<file path="src/rtl/pbw_pkg.sv">
// pbw_pkg: shared types and helpers for the packet burst writer.
//   pbw_state_e : control FSM states
//   be_mask()   : byteenable pattern for the final beat of a packet
package pbw_pkg;

  typedef enum logic [2:0] {
    IDLE  = 3'd0,
    CHECK = 3'd1,
    SETUP = 3'd2,
    BURST = 3'd3,
    DONE  = 3'd4
  } pbw_state_e;

  // Widest byteenable the helper can build (DW up to 1024 bits).
  localparam int unsigned MAX_BE_W = 128;

  // Low (len mod bytes) lanes set; all lanes set when the packet ends on a
  // word boundary. Callers cast the result down to their own lane count.
  function automatic logic [MAX_BE_W-1:0] be_mask(input int unsigned len,
                                                  input int unsigned bytes);
    int unsigned rem;
    rem = len % bytes;
    if (rem == 32'd0) begin
      be_mask = {MAX_BE_W{1'b1}};
    end else begin
      be_mask = (MAX_BE_W'(1'b1) << rem) - MAX_BE_W'(1'b1);
    end
  endfunction

endpackage

</file>
<file path="src/rtl/pbw_prefetch.sv">
// pbw_prefetch: 2-entry valid/ready skid buffer between the FIFO read port
// and the Avalon write-data register.
//   clk, reset            : clock, asynchronous active-low reset
//   in_valid/in_ready/in_data    : upstream (FIFO read data) side
//   out_valid/out_ready/out_data : downstream (write-data stage) side
//   count                 : current occupancy, used for read-ahead accounting
module pbw_prefetch
#(
  parameter int DW = 32
) (
  input  logic          clk,
  input  logic          reset,
  input  logic          in_valid,
  output logic          in_ready,
  input  logic [DW-1:0] in_data,
  output logic          out_valid,
  input  logic          out_ready,
  output logic [DW-1:0] out_data,
  output logic [1:0]    count
);

  logic [DW-1:0] mem_r [2];
  logic          wr_idx_r;
  logic          rd_idx_r;
  logic [1:0]    count_r;
  logic          push_s;
  logic          pop_s;

  assign in_ready  = (count_r != 2'd2);
  assign out_valid = (count_r != 2'd0);
  assign out_data  = mem_r[rd_idx_r];
  assign count     = count_r;
  assign push_s    = in_valid && in_ready;
  assign pop_s     = out_valid && out_ready;

  // Entry storage and read/write pointers.
  always_ff @(posedge clk or negedge reset) begin
    if (!reset) begin
      mem_r[0] <= {DW{1'b0}};
      mem_r[1] <= {DW{1'b0}};
      wr_idx_r <= 1'b0;
      rd_idx_r <= 1'b0;
    end else begin
      if (push_s) begin
        mem_r[wr_idx_r] <= in_data;
        wr_idx_r        <= ~wr_idx_r;
      end
      if (pop_s) begin
        rd_idx_r <= ~rd_idx_r;
      end
    end
  end

  // Occupancy: a simultaneous push and pop leaves it unchanged.
  always_ff @(posedge clk or negedge reset) begin
    if (!reset) begin
      count_r <= 2'd0;
    end else begin
      case ({push_s, pop_s})
        2'b10:   count_r <= count_r + 2'd1;
        2'b01:   count_r <= count_r - 2'd1;
        default: count_r <= count_r;
      endcase
    end
  end

endmodule

</file>
<file path="src/rtl/pkt_burst_writer.sv">
// pkt_burst_writer: drains one packet from the capture FIFO and writes it
// into a circular host-memory ring with Avalon-MM bursts, split at MAX_BURST
// beats and at the ring end.
//   clk, reset              : clock, asynchronous active-low reset
//   start, pkt_begin/end    : packet request (byte offsets, end exclusive)
//   ring_base/size, wr_ptr  : ring geometry and destination address
//   busy, done, err         : status; next_wr_ptr valid with done
//   fifo_rdata/empty/rd     : capture FIFO read port (1-cycle read latency)
//   avm_*                   : Avalon-MM burst write master
module pkt_burst_writer
  import pbw_pkg::*;
#(
  parameter  int DW        = 32,
  parameter  int AW        = 32,
  parameter  int MAX_BURST = 16,
  parameter  int LENW      = 16,
  localparam int BYTES     = DW / 8,
  localparam int BCW       = $clog2(MAX_BURST) + 1
) (
  input  logic             clk,
  input  logic             reset,
  input  logic             start,
  input  logic [LENW-1:0]  pkt_begin,
  input  logic [LENW-1:0]  pkt_end,
  input  logic [AW-1:0]    ring_base,
  input  logic [AW-1:0]    ring_size,
  input  logic [AW-1:0]    wr_ptr,
  output logic             busy,
  output logic             done,
  output logic             err,
  output logic [AW-1:0]    next_wr_ptr,
  input  logic [DW-1:0]    fifo_rdata,
  input  logic             fifo_empty,
  output logic             fifo_rd,
  output logic [AW-1:0]    avm_address,
  output logic [DW-1:0]    avm_writedata,
  output logic [BYTES-1:0] avm_byteenable,
  output logic             avm_write,
  output logic [BCW-1:0]   avm_burstcount,
  input  logic             avm_waitrequest
);

  localparam int LOG2B = $clog2(BYTES);
  localparam int BW    = LENW + 1;                 // beat counters
  localparam int MW    = (AW > BW) ? AW : BW;      // burst-minimum compare width

  pbw_state_e state_r, state_s;

  logic [LENW-1:0]  len_r;
  logic             bad_r;
  logic [AW-1:0]    ring_base_r, ring_size_r, cur_addr_r;
  logic [BW-1:0]    beats_r, beats_left_r, reads_r, ld_total_r;
  logic [BYTES-1:0] be_last_r;
  logic [BCW-1:0]   burst_len_r, ld_cnt_r, acc_cnt_r;

  logic             busy_r, done_r, err_r, fifo_rd_r, dv_r;
  logic [AW-1:0]    next_wr_ptr_r, avm_address_r;
  logic [DW-1:0]    avm_writedata_r;
  logic [BYTES-1:0] avm_byteenable_r;
  logic             avm_write_r;
  logic [BCW-1:0]   avm_burstcount_r;

  logic             err_s, accept_s, last_acc_s, load_s, last_load_s, rd_ok_s;
  logic [AW-1:0]    dist_s, dist_beats_s, step_s;
  logic [MW-1:0]    min_a_s, min_b_s;
  logic [BCW-1:0]   burst_s;
  logic [BW-1:0]    beats_calc_s;

  logic             pf_in_ready, pf_out_valid;
  logic [DW-1:0]    pf_out_data;
  logic [1:0]       pf_count;

  pbw_prefetch #(.DW(DW)) u_prefetch (
    .clk       (clk),
    .reset     (reset),
    .in_valid  (dv_r),
    .in_ready  (pf_in_ready),
    .in_data   (fifo_rdata),
    .out_valid (pf_out_valid),
    .out_ready (load_s),
    .out_data  (pf_out_data),
    .count     (pf_count)
  );

  assign busy           = busy_r;
  assign done           = done_r;
  assign err            = err_r;
  assign next_wr_ptr    = next_wr_ptr_r;
  assign fifo_rd        = fifo_rd_r;
  assign avm_address    = avm_address_r;
  assign avm_writedata  = avm_writedata_r;
  assign avm_byteenable = avm_byteenable_r;
  assign avm_write      = avm_write_r;
  assign avm_burstcount = avm_burstcount_r;

  assign beats_calc_s = (BW'(len_r) + BW'(BYTES - 1)) >> LOG2B;
  assign accept_s     = avm_write_r && !avm_waitrequest;
  assign last_acc_s   = (state_r == BURST) && accept_s &&
                        (acc_cnt_r == burst_len_r - BCW'(1));
  // Refill the write-data register when it is empty or draining this cycle.
  assign load_s       = (state_r == BURST) && pf_out_valid &&
                        (ld_cnt_r != burst_len_r) && (!avm_write_r || accept_s);
  assign last_load_s  = (ld_total_r == beats_r - BW'(1));
  // fifo_rd is registered, so back-to-back reads are not issued: the empty
  // flag seen here must already reflect the previous read. Room counts the
  // entry in flight (dv_r) plus the one this read will bring.
  assign rd_ok_s      = ((state_r == SETUP) || (state_r == BURST)) &&
                        !fifo_empty && !fifo_rd_r && pf_in_ready &&
                        (reads_r != beats_r) &&
                        (({1'b0, pf_count} + {2'b00, dv_r}) < 3'd2);

  // Burst length = min(MAX_BURST, beats left, beats to ring end).
  always_comb begin
    dist_s       = ring_size_r - (cur_addr_r - ring_base_r);
    dist_beats_s = dist_s >> LOG2B;
    min_a_s      = (MW'(beats_left_r) < MW'(MAX_BURST)) ? MW'(beats_left_r)
                                                        : MW'(MAX_BURST);
    min_b_s      = (MW'(dist_beats_s) < min_a_s) ? MW'(dist_beats_s) : min_a_s;
    burst_s      = BCW'(min_b_s);
    step_s       = AW'(burst_s) << LOG2B;
  end

  // FSM state register.
  always_ff @(posedge clk or negedge reset) begin
    if (!reset) begin
      state_r <= IDLE;
    end else begin
      state_r <= state_s;
    end
  end

  // FSM next-state and error strobe.
  always_comb begin
    state_s = state_r;
    err_s   = 1'b0;
    case (state_r)
      IDLE: begin
        if (start) state_s = CHECK;
        else       state_s = IDLE;
      end
      CHECK: begin
        if (bad_r) begin
          state_s = IDLE;
          err_s   = 1'b1;
        end else if (len_r == {LENW{1'b0}}) begin
          state_s = DONE;
        end else begin
          state_s = SETUP;
        end
      end
      SETUP: state_s = BURST;
      BURST: begin
        if (last_acc_s) begin
          if (beats_left_r != {BW{1'b0}}) state_s = SETUP;
          else                            state_s = DONE;
        end else begin
          state_s = BURST;
        end
      end
      DONE:    state_s = IDLE;
      default: state_s = IDLE;
    endcase
  end

  // Packet and burst bookkeeping: request latch, beat counters, ring address.
  always_ff @(posedge clk or negedge reset) begin
    if (!reset) begin
      len_r        <= {LENW{1'b0}};
      bad_r        <= 1'b0;
      ring_base_r  <= {AW{1'b0}};
      ring_size_r  <= {AW{1'b0}};
      cur_addr_r   <= {AW{1'b0}};
      beats_r      <= {BW{1'b0}};
      beats_left_r <= {BW{1'b0}};
      ld_total_r   <= {BW{1'b0}};
      be_last_r    <= {BYTES{1'b0}};
      burst_len_r  <= {BCW{1'b0}};
      ld_cnt_r     <= {BCW{1'b0}};
      acc_cnt_r    <= {BCW{1'b0}};
    end else if ((state_r == IDLE) && start) begin
      len_r       <= pkt_end - pkt_begin;
      bad_r       <= (pkt_end < pkt_begin);
      ring_base_r <= ring_base;
      ring_size_r <= ring_size;
      cur_addr_r  <= wr_ptr;
    end else if (state_r == CHECK) begin
      beats_r      <= beats_calc_s;
      beats_left_r <= beats_calc_s;
      ld_total_r   <= {BW{1'b0}};
      be_last_r    <= BYTES'(be_mask(32'(len_r), BYTES));
    end else if (state_r == SETUP) begin
      burst_len_r  <= burst_s;
      ld_cnt_r     <= {BCW{1'b0}};
      acc_cnt_r    <= {BCW{1'b0}};
      beats_left_r <= beats_left_r - BW'(burst_s);
      // A burst that reaches the ring end exactly wraps the pointer.
      cur_addr_r   <= (step_s == dist_s) ? ring_base_r : (cur_addr_r + step_s);
    end else if (state_r == BURST) begin
      if (load_s) begin
        ld_cnt_r   <= ld_cnt_r + BCW'(1);
        ld_total_r <= ld_total_r + BW'(1);
      end
      if (accept_s) begin
        acc_cnt_r <= acc_cnt_r + BCW'(1);
      end
    end
  end

  // FIFO read strobe, read-data valid tracking and per-packet read count.
  always_ff @(posedge clk or negedge reset) begin
    if (!reset) begin
      fifo_rd_r <= 1'b0;
      dv_r      <= 1'b0;
      reads_r   <= {BW{1'b0}};
    end else begin
      fifo_rd_r <= rd_ok_s;
      dv_r      <= fifo_rd_r;
      if (state_r == IDLE) begin
        reads_r <= {BW{1'b0}};
      end else if (rd_ok_s) begin
        reads_r <= reads_r + BW'(1);
      end
    end
  end

  // Avalon master outputs; data/byteenable only change on load, so they hold
  // under waitrequest.
  always_ff @(posedge clk or negedge reset) begin
    if (!reset) begin
      avm_address_r    <= {AW{1'b0}};
      avm_burstcount_r <= {BCW{1'b0}};
      avm_write_r      <= 1'b0;
      avm_writedata_r  <= {DW{1'b0}};
      avm_byteenable_r <= {BYTES{1'b0}};
    end else begin
      if (state_r == SETUP) begin
        avm_address_r    <= cur_addr_r;
        avm_burstcount_r <= burst_s;
      end
      if (load_s) begin
        avm_write_r      <= 1'b1;
        avm_writedata_r  <= pf_out_data;
        avm_byteenable_r <= last_load_s ? be_last_r : {BYTES{1'b1}};
      end else if (accept_s) begin
        avm_write_r <= 1'b0;
      end
    end
  end

  // Status outputs, registered from the next state so they align with it.
  always_ff @(posedge clk or negedge reset) begin
    if (!reset) begin
      busy_r        <= 1'b0;
      done_r        <= 1'b0;
      err_r         <= 1'b0;
      next_wr_ptr_r <= {AW{1'b0}};
    end else begin
      busy_r <= (state_s != IDLE);
      done_r <= (state_s == DONE);
      err_r  <= err_s;
      if (state_s == DONE) begin
        next_wr_ptr_r <= cur_addr_r;
      end
    end
  end

endmodule

</file>
<file path="config.mk">
export PLATFORM = sky130hd
export DESIGN_NAME = pkt_burst_writer
export DESIGN_NICKNAME = d
export VERILOG_FILES = /design/src/rtl/pbw_pkg.sv /design/src/rtl/pbw_prefetch.sv /design/src/rtl/pkt_burst_writer.sv
export SDC_FILE = /design/constraint.sdc
export NUM_CORES = 1
export LEC_CHECK = 0
export CORE_MARGIN = 2
export CORE_UTILIZATION = 57
export CTS_CLUSTER_SIZE = 25
export DETAILED_ROUTE_END_ITERATION = 8
export PLACE_DENSITY = 0.82
export SYNTH_ARGS = -nofsm -noshare
export SYNTH_HDL_FRONTEND = slang
export SYNTH_SLANG_ARGS = --single-unit
</file>
<file path="constraint.sdc">
create_clock -name clk -period 8.6 [get_ports clk]
set_input_delay 2.15 -clock clk [delete_from_list [all_inputs] [get_ports clk]]
set_output_delay 2.15 -clock clk [all_outputs]
set_load 0.02 [all_outputs]
</file>
==> metrics.txt, run 1 <==
status finished, final reports clean; Worst setup EP type register; main combinational cell family by area after synthesis simple AND/OR/NAND/NOR gates; Num CTS Buffers 41; DRT Wirelength 64400 um; DIE HEIGHT 201 um; most common cell after layout, fill and taps aside dfrtp_1; Compound-Gate Fraction of Synth Area 15.0%; Yosys top cell area share a little over two fifths; post-detailed-route count of antenna-violating nets 0; post-synth top area cell dfrtp_1; Avg Cell Area, Syn about 9.2 sq um; reg-to-reg setup timing slack 560 ps; GRT overflow 0; kind of critical path register to register; final setup fails 0; worst slew pin tran 1200 ps; final routed DRC violation total 0; Placer Congestion around 0.98; multi-input gate area in the final layout about 12000 sq um; CTS tree built; vias after detailed routing 19200; num rows 72; ys async rst share 100%; postcts setup bufs 0; maxcap violations 0; Initial Utilization between 50% and 60%; largest net degree at the start of global routing approximately 130; Syn-to-layout area delta 20.3%; top cells by area, synth dfrtp_1 (43%), nand2_1 (6.3%), mux2_2 (5.1%); DR vias/cell 6.00; Die X ~200 um; Most Frequent Cell on Critical Path a21oi_1; worst min path class register to register; Post-synth EDFFs 0; ys flop type dfrtp_1; Slew HR approximately a fifth; Synth Cell Area ~22000 sq um; largest fanout on the critical path 11; total global routing track utilization roughly a third; port bufs 274; Seq cells post-synth 380; final worst-path cycle share 93.5%; Post-Synth XOR/XNOR Area a little over 5%; vias in the first global route 19300; area share of and/or/nand/nor cells after synthesis between 15 and 20%; synth unique cells 85; CP max stage cell or4b_1; Skew-Pair Late Insertion Delay roughly 580 ps; Antenna diodes 0; Final Hold Fails 0; sequential cell area around 9500 sq um; TritonRoute pass-1 iters 6; RSZ-0062 raised after global routing false; Power per Cell Area ~460 nW/um^2; nets slightly below 3000; CP max stage delay between 500 and 600 ps; commonest non-fill, non-tap cells in the layout dfrtp_1 (379), nand2_1 (370), clkdlybuf4s50_1 (273); Pins Over Slew Limit 0; Finished Layout Cells about 3200; CP startpoint kind register; critical path data arrival time about 8500 ps; Setup TNS 0 ps; fillers around 3000; Yosys warning count 0; crit path to cur_addr_r[25]; R2R depth 30; core area ~39000 sq um; Longest Clk Path Bufs 3; wire length per cell around 20 um; # H-tree levels 2; worst setup margin about 560 ps; placed cells around 3100; Highest Clock Rate between 100 and 150 MHz; cts hold-fix bufs 0; critical path launch point cur_addr_r[8]; WHS approximately 410 ps; I/O Pins around 280; sequential fraction of the synthesis area 42.8%; pre-CTS setup slack roughly 580 ps; drt initial violations between 1500 and 2000; initial antenna violation count 1; Synth Area in Adders ~7.5%; clock root cell clkbuf_16; Final min period 8040 ps; die area between 40000 and 50000 sq um; post-synthesis mux area share under 10%; # clock sinks 380; peak supply drop roughly 320 uV; Synth Instances about 2400; Max Clock Skew between 20 and 25 ps; Clock Pin Slew Worst Setup and Hold Paths around 60 ps; end of the worst register-to-register path cur_addr_r[25]; Critical Path RT 9040 ps; origin of the critical flop-to-flop path cur_addr_r[8]; static leakage 11.9 nW; ratio of cells with drive above 1 in the final layout 8.09%; first-pass GRT wire length 103000 um; HPWL after DPL between 40000 and 50000 um
[power breakdown]
group | leakage, nW | switching [mW] | internal (mW) | total (mW)
clock | 0.673 | 0.753 | 1.07 | 1.82
sequential | 4.68 | 0.615 | 2.46 | 3.07
combinational | 6.53 | 4.35 | 2.93 | 7.28
[state kept, by name, summed over array words and instances, names as in the netlist, 2 cells and up]
| register | count |
|---|---|
| beats_r | 15 |
| cur_addr_r | 32 |
| state_r | 3 |
| ring_base_r | 32 |
| ring_size_r | 32 |
| reads_r | 17 |
| next_wr_ptr | 32 |
| u_prefetch.count | 2 |
| avm_writedata | 32 |
| beats_left_r | 17 |
| u_prefetch.mem_r | 64 |
| burst_len_r | 5 |
| avm_burstcount | 5 |
| avm_byteenable | 4 |
| be_last_r | 4 |
| ld_cnt_r | 5 |
| acc_cnt_r | 5 |
| avm_address | 32 |
| len_r | 16 |
| ld_total_r | 17 |
[worst min-delay path by stage]
stage                     cells after the start    startpoint  slack [ps]            to
final                                         0       fifo_rd         410          dv_r
after global routing                          0       fifo_rd         430          dv_r
after CTS                                     0       fifo_rd         410          dv_r
after detailed placement                      0       fifo_rd         400          dv_r
after global placement                        0       fifo_rd         390          dv_r
after floorplan                               1  be_last_r[0]         440  be_last_r[0]
[layout make-up]
type,instances,area share (%)
inverter,197,2.78
multi-input combinational,1733,43.2
clock buffer,56,4.31
clock inverter,17,0.823
sequential,380,35.6
tap,518,2.42
timing repair buffer,298,10.9
[metrics by stage]
stage | instance area, sq um | util, % | power [mW]
6_report | 26700 | 69.4 | 12.2
5_1_grt | 26700 | 69.4 | 13.1
4_1_cts | 26700 | 69.4 | 12.1
3_5_place_dp | 25400 | 65.8 | 10.2
3_3_place_gp | 25400 | 65.8 | 9.93
2_1_floorplan | 22300 | - | 8.09
[worst max-delay path, delay by kind of cell, from the launching register on]
family	cells	cell delay (ps)
adder cells (fa/ha/maj)	4	1480
multiplexers	1	330
AO/OA/AOI/OAI	14	3270
flip-flops	1	480
buffers and inverters	2	210
AND/OR/NAND/NOR	8	1990
XOR/XNOR	1	140
[cell usage after synthesis (9+ instances only)]
cell type  instances
dfrtp_1          380
nand2_1          371
o21ai_0          205
inv_1            196
nor2_1           138
a21oi_1          115
mux2_2           101
clkbuf_1          95
xnor2_1           83
ha_1              80
mux2i_1           51
nand3_1           50
xor2_1            45
nor3_1            40
nand4_1           33
or3_1             33
fa_1              32
and3_1            28
a31oi_1           20
nand2b_1          18
o31ai_1           18
buf_1             17
o21a_1            17
a21o_1            15
nor4_1            14
o311ai_1          13
and2_1            11
a211oi_1          10
o211ai_1          10
a21boi_0           9
buf_2              9
[cells by family after synthesis]
family          count (synthesis)
simple gates                  791
buf+inv                       324
other cells                     1
flops                         380
compound gates                536
xor+xnor                      128
mux                           152
fa+ha+maj                     114
[routing by layer]
layer | up-vias | GRT usage, % | routed length (um)
li1 | 8829 | - | -
met4 | 2 | 13.8 | 2560
met5 | - | 0 | 13
met1 | 9420 | 41.0 | 26400
met2 | 762 | 52.7 | 31200
met3 | 169 | 5.05 | 4130
[timing repair]
action,CTS,global route
setup endpoints to repair,0,2
hold endpoints to repair,0,0
gates resized for setup,0,2
(Power assumes the default switching activity.)
==> inputs of run 2 (changes only) <==
--- a/config.mk
+++ b/config.mk
@@ -5,6 +5,7 @@
 export SDC_FILE = /design/constraint.sdc
 export NUM_CORES = 1
 export LEC_CHECK = 0
+export CORE_ASPECT_RATIO = 0.8
 export CORE_MARGIN = 2
 export CORE_UTILIZATION = 57
 export CTS_CLUSTER_SIZE = 25
==> run 2 against run 1 <==
  * The run now ends with design-rule violations left
  * Power grew 0.65%
  * Sequential power is essentially flat
  * Final area barely moved
  * Sequential share of layout area barely moved
  * Register-to-register slack lost 40 ps
  * Setup slack worse by 41 ps
  * Wire length rose by 4.9%
  * Hold slack lost 5.0 ps
  * Non-clock buffer count stayed put
  * Largest cell class unchanged
  * Largest power group unchanged
==> metrics.txt, run 2 (synthesis gave the netlist of run 1 again) <==
status finished, violations left; violated checks design-rule violations; CP max stage delay just over 600 ps; Internal 6.43 mW; critical path data arrival time approximately 8500 ps; RSZ-0062 raised after global routing false; Worst setup EP type register; largest net degree at the start of global routing 167; first-pass GRT wire length 106000 um; Longest Clk Path Bufs 3; Clk network pwr share between 10% and 20%; final worst-path cycle share between 90% and 100%; multi-input gate area in the final layout 11500 sq um; Seq pwr share between 20% and 30%; I/O Pins 275; port bufs about 270; clock root cell clkbuf_16; Clock Pin Slew Worst Setup and Hold Paths 60 ps; initial antenna violation count 1; Num CTS Buffers 41; Setup TNS 0 ps; CTS tree built; sequential cell area ~9500 sq um; final setup fails 0; Initial Utilization 57.9%; num rows 64; drt initial violations 1815; nets 2928; kind of critical path register to register; Pins Over Slew Limit 0; Syn-to-layout area delta 20.2%; largest fanout on the critical path 11; register with the most flip-flops u_prefetch.mem_r; Comb pwr share around three fifths; total power 12.2 mW; most common cell after layout, fill and taps aside dfrtp_1; Switch Pwr 5.82 mW; DIE HEIGHT about 180 um; Skew-Pair Late Insertion Delay about 560 ps; switch share between 40% and 50%; worst min path class register to register; Largest register FFs 64; peak supply drop approximately 280 uV; Hold Crit Depth 0; DR vias/cell ~6.1; fillers 2852; R2R depth 31; post-detailed-route count of antenna-violating nets 0; postcts setup bufs 0; cts hold-fix bufs 0; core area 38400 sq um; Critical Path RT ~9000 ps; Final min period 8080 ps; total global routing track utilization 33.4%; die area 40600 sq um; worst slew pin tran approximately 1100 ps; reg-to-reg setup timing slack 520 ps; final routed DRC violation total 1; GRT overflow 0; vias after detailed routing roughly 19000; # clock sinks 380; DRT Wirelength 67500 um; Final Hold Fails 0; commonest non-fill, non-tap cells in the layout dfrtp_1 (379), nand2_1 (370), clkdlybuf4s50_1 (273); # H-tree levels 2; Antenna diodes 0; Max Clock Skew just over 20 ps; hold_sp fifo_rd; Slew HR between 20% and 30%; Die X 225 um; end of the worst register-to-register path cur_addr_r[25]; wire length per cell 21.3 um; Highest Clock Rate roughly 120 MHz; maxcap violations 0; HPWL after DPL slightly below 50000 um; static leakage around 12 nW; origin of the critical flop-to-flop path ring_base_r[1]; ratio of cells with drive above 1 in the final layout roughly 8.1%; CP startpoint kind register; Placer Congestion between 0.9 and 1; TritonRoute pass-1 iters 7; Hold Path End dv_r; CP max stage cell fa_1; vias in the first global route roughly 19000; Power per Cell Area 458 nW/um^2
[run 2: cell types whose count changed in the layout (fill, tap and decap cells not counted), sizes merged]
cell,delta
clkbuf,+1
clkinvlp,+1
inv,-1
bufinv,-1
[run 2: area by class of cell]
| cell class | instances | area share (%) |
|---|---|---|
| clock buffer | 57 | 4.36 |
| clock inverter | 16 | 0.735 |
| inverter | 197 | 2.79 |
| multi-input combinational | 1733 | 43.2 |
| sequential | 380 | 35.6 |
| tap | 495 | 2.32 |
| timing repair buffer | 298 | 11.0 |
[run 2: how the worst max path moves through the flow]
stage                         startpoint              to  slack (ps)  cells after the start
after floorplan            cur_addr_r[8]  cur_addr_r[25]        1680                     33
after global placement    ring_base_r[1]  cur_addr_r[25]         730                     31
after detailed placement   cur_addr_r[4]  cur_addr_r[25]         460                     30
after CTS                 ring_base_r[1]  cur_addr_r[25]         400                     31
after global routing      ring_base_r[1]  cur_addr_r[25]         120                     31
final                     ring_base_r[1]  cur_addr_r[25]         520                     31
[run 2: metrics by stage]
step | instance area (sq um) | setup WS, ps | util, % | cells | hold slack, ps
6_report | 26700 | 521 | 69.7 | 3176 | 404
5_1_grt | 26700 | 121 | 69.7 | 3176 | 443
4_1_cts | 26700 | 402 | 69.7 | 3176 | 401
3_5_place_dp | 25400 | 456 | 66.1 | 3103 | 394
3_3_place_gp | 25400 | 734 | 66.1 | 3103 | 378
2_1_floorplan | 22300 | 1680 | - | 2437 | 436
[run 2: routing by layer]
layer  share of wire, %  track usage [%]  vias to the layer above
li1                   -                -                     8829
met1                 43             46.4                     9429
met2                 43             49.9                      870
met3                9.8             9.57                      160
met4                3.8             11.8                        4
met5              0.090            0.956                        -
[run 2: power groups by stage]
stage	combinational (mW)	sequential (mW)	clock, mW
floorplan	5.08	3.01	0
CTS	7.22	3.08	1.83
global placement	7.03	3.05	0
global route	8.13	3.17	1.90
detailed placement	7.15	3.09	0
finish	7.34	3.10	1.82
[run 2: what timing repair did]
item,CTS,global route
gates resized for setup,0,3
endpoints found under the hold margin,0,0
endpoints found under the setup margin,0,13
[run 2: worst max-delay path, delay by kind of cell, from the launching register on]
family | cells | cell delay, ps
compound gates | 13 | 2980
xor+xnor | 1 | 140
fa+ha+maj | 4 | 1450
buf+inv | 3 | 230
flops | 1 | 350
mux | 1 | 330
simple gates | 9 | 2420
==> inputs of run 3 (changes only) <==
--- a/config.mk
+++ b/config.mk
@@ -6,7 +6,6 @@
 export NUM_CORES = 1
 export LEC_CHECK = 0
 export CORE_ASPECT_RATIO = 0.8
-export CORE_MARGIN = 2
 export CORE_UTILIZATION = 57
 export CTS_CLUSTER_SIZE = 25
 export DETAILED_ROUTE_END_ITERATION = 8
==> run 3 against run 2 <==
  * The flow now finishes without violations
  * Final cell count about the same
  * Sequential share of layout area about the same
  * Via count about the same
  * Critical path type unchanged
  * Critical endpoint unchanged
==> metrics.txt, run 3 (synthesis gave the netlist of run 1 again) <==
final worst-path cycle share 92.5%; Num CTS Buffers 40; final setup fails 0; Highest Clock Rate 126 MHz; DRT Wirelength 67900 um; R2R depth 30; worst min path class register to register; peak supply drop 307 uV; # clock sinks between 300 and 400; kind of critical path register to register; static leakage approximately 12 nW; CP max stage cell or4b_1; initial antenna violation count 10; # H-tree levels 2; vias after detailed routing approximately 19000; Pins Over Slew Limit 0; maxcap violations 0; Most Frequent Cell on Critical Path a21oi_1; final routed DRC violation total 0; postcts setup bufs 0; Hold Crit Depth 0; Worst setup EP type register; HPWL after DPL between 40000 and 50000 um; most common cell after layout, fill and taps aside dfrtp_1; CP max stage delay between 600 and 700 ps; wire length per cell around 21 um; drt initial violations 1993; Initial Utilization between 50 and 60%; Critical Path RT roughly 9000 ps; DIE HEIGHT about 180 um; end of the worst register-to-register path cur_addr_r[25]; CTS tree built; status finished, final reports clean; num rows 64; Hold Path End dv_r; core area between 30000 and 40000 sq um; Power per Cell Area between 400 and 500 nW/um^2; Final Cell Area around 27000 sq um; hold_sp fifo_rd; TritonRoute pass-1 iters 6; port bufs about 270; first-pass GRT wire length between 100000 and 150000 um; placed standard-cell area around 25000 sq um; Clock Pin Slew Worst Setup and Hold Paths roughly 60 ps; reg-to-reg setup timing slack roughly 640 ps; post-detailed-route count of antenna-violating nets 0; Syn-to-layout area delta 20.4%; CP startpoint kind register; largest net degree at the start of global routing approximately 160; GRT overflow 0; nets about 3000; worst slew pin tran between 1000 and 1500 ps; vias in the first global route about 19000; ratio of cells with drive above 1 in the final layout roughly 8.1%; Largest register FFs 64; Die X about 220 um; DR vias/cell about 6; clock root cell clkbuf_16; Longest Clk Path Bufs 3; largest fanout on the critical path 11; critical path data arrival time 8400 ps; I/O Pins approximately 280; origin of the critical flop-to-flop path cur_addr_r[8]; RSZ-0062 raised after global routing false; Placer Congestion 0.949; fillers 2846; Final Hold Fails 0; die area between 30000 and 40000 sq um; total global routing track utilization roughly 34%; Final min period 7960 ps; register with the most flip-flops u_prefetch.mem_r; Max Clock Skew about 28 ps; commonest non-fill, non-tap cells in the layout dfrtp_1 (379), nand2_1 (369), clkdlybuf4s50_1 (273); Setup TNS 0 ps; Skew-Pair Late Insertion Delay approximately 570 ps; Slew HR ~14%
-- run 3: metal layers --
layer	share of wire, %	vias up	track usage (%)
met2	44	828	52.5
li1	-	8833	-
met1	43	9465	47.1
met5	0.18	-	0
met3	9.2	140	9.52
met4	3.2	18	10.9
-- run 3: where the power goes --
part	switching (mW)	internal [mW]	total (mW)
Clock	0.759	1.06	1.82
Sequential	0.630	2.46	3.09
Combinational	4.48	2.93	7.40
-- run 3: critical path: cells and delay by family (launching register included) --
kind,cells,cell delay [ps]
buf+inv,2,160
simple gates,8,2030
flops,1,480
compound gates,14,3230
xor+xnor,1,140
fa+ha+maj,4,1470
mux,1,340
-- run 3: cell type report --
class | instances | area, sq um | share of cell area, %
multi-input combinational | 1733 | 11600 | 43.2
tap | 495 | 619 | 2.32
clock inverter | 17 | 244 | 0.912
sequential | 380 | 9510 | 35.6
inverter | 197 | 744 | 2.78
antenna | 2 | 5.00 | 0.0187
clock buffer | 55 | 1140 | 4.25
timing repair buffer | 296 | 2940 | 11.0
-- run 3: worst max-delay path by stage --
stage                               from             end  slack (ps)  depth (start not counted)
after global placement    ring_base_r[1]  cur_addr_r[25]         870                         31
after global routing       cur_addr_r[8]  cur_addr_r[25]          20                         30
after detailed placement  ring_base_r[4]  cur_addr_r[25]         340                         31
after floorplan            cur_addr_r[8]  cur_addr_r[25]        1680                         33
final                      cur_addr_r[8]  cur_addr_r[25]         640                         30
after CTS                  cur_addr_r[8]  cur_addr_r[25]         260                         30
-- run 3: stage by stage --
stage | hold slack (ps) | utilization [%] | cells | total power [mW] | setup WS (ps)
finish | 433 | 69.7 | 3175 | 12.3 | 643
global route | 451 | 69.7 | 3173 | 13.2 | 17.7
CTS | 432 | 69.7 | 3173 | 12.2 | 258
detailed placement | 408 | 66.1 | 3101 | 10.3 | 343
global placement | 381 | 66.1 | 3101 | 10.1 | 865
floorplan | 436 | - | 2437 | 8.09 | 1680
-- run 3: repair_timing --
item / CTS / global route
endpoints found under the setup margin: 0 / 19
hold buffers: 0 / 0
resized for setup: 0 / 4
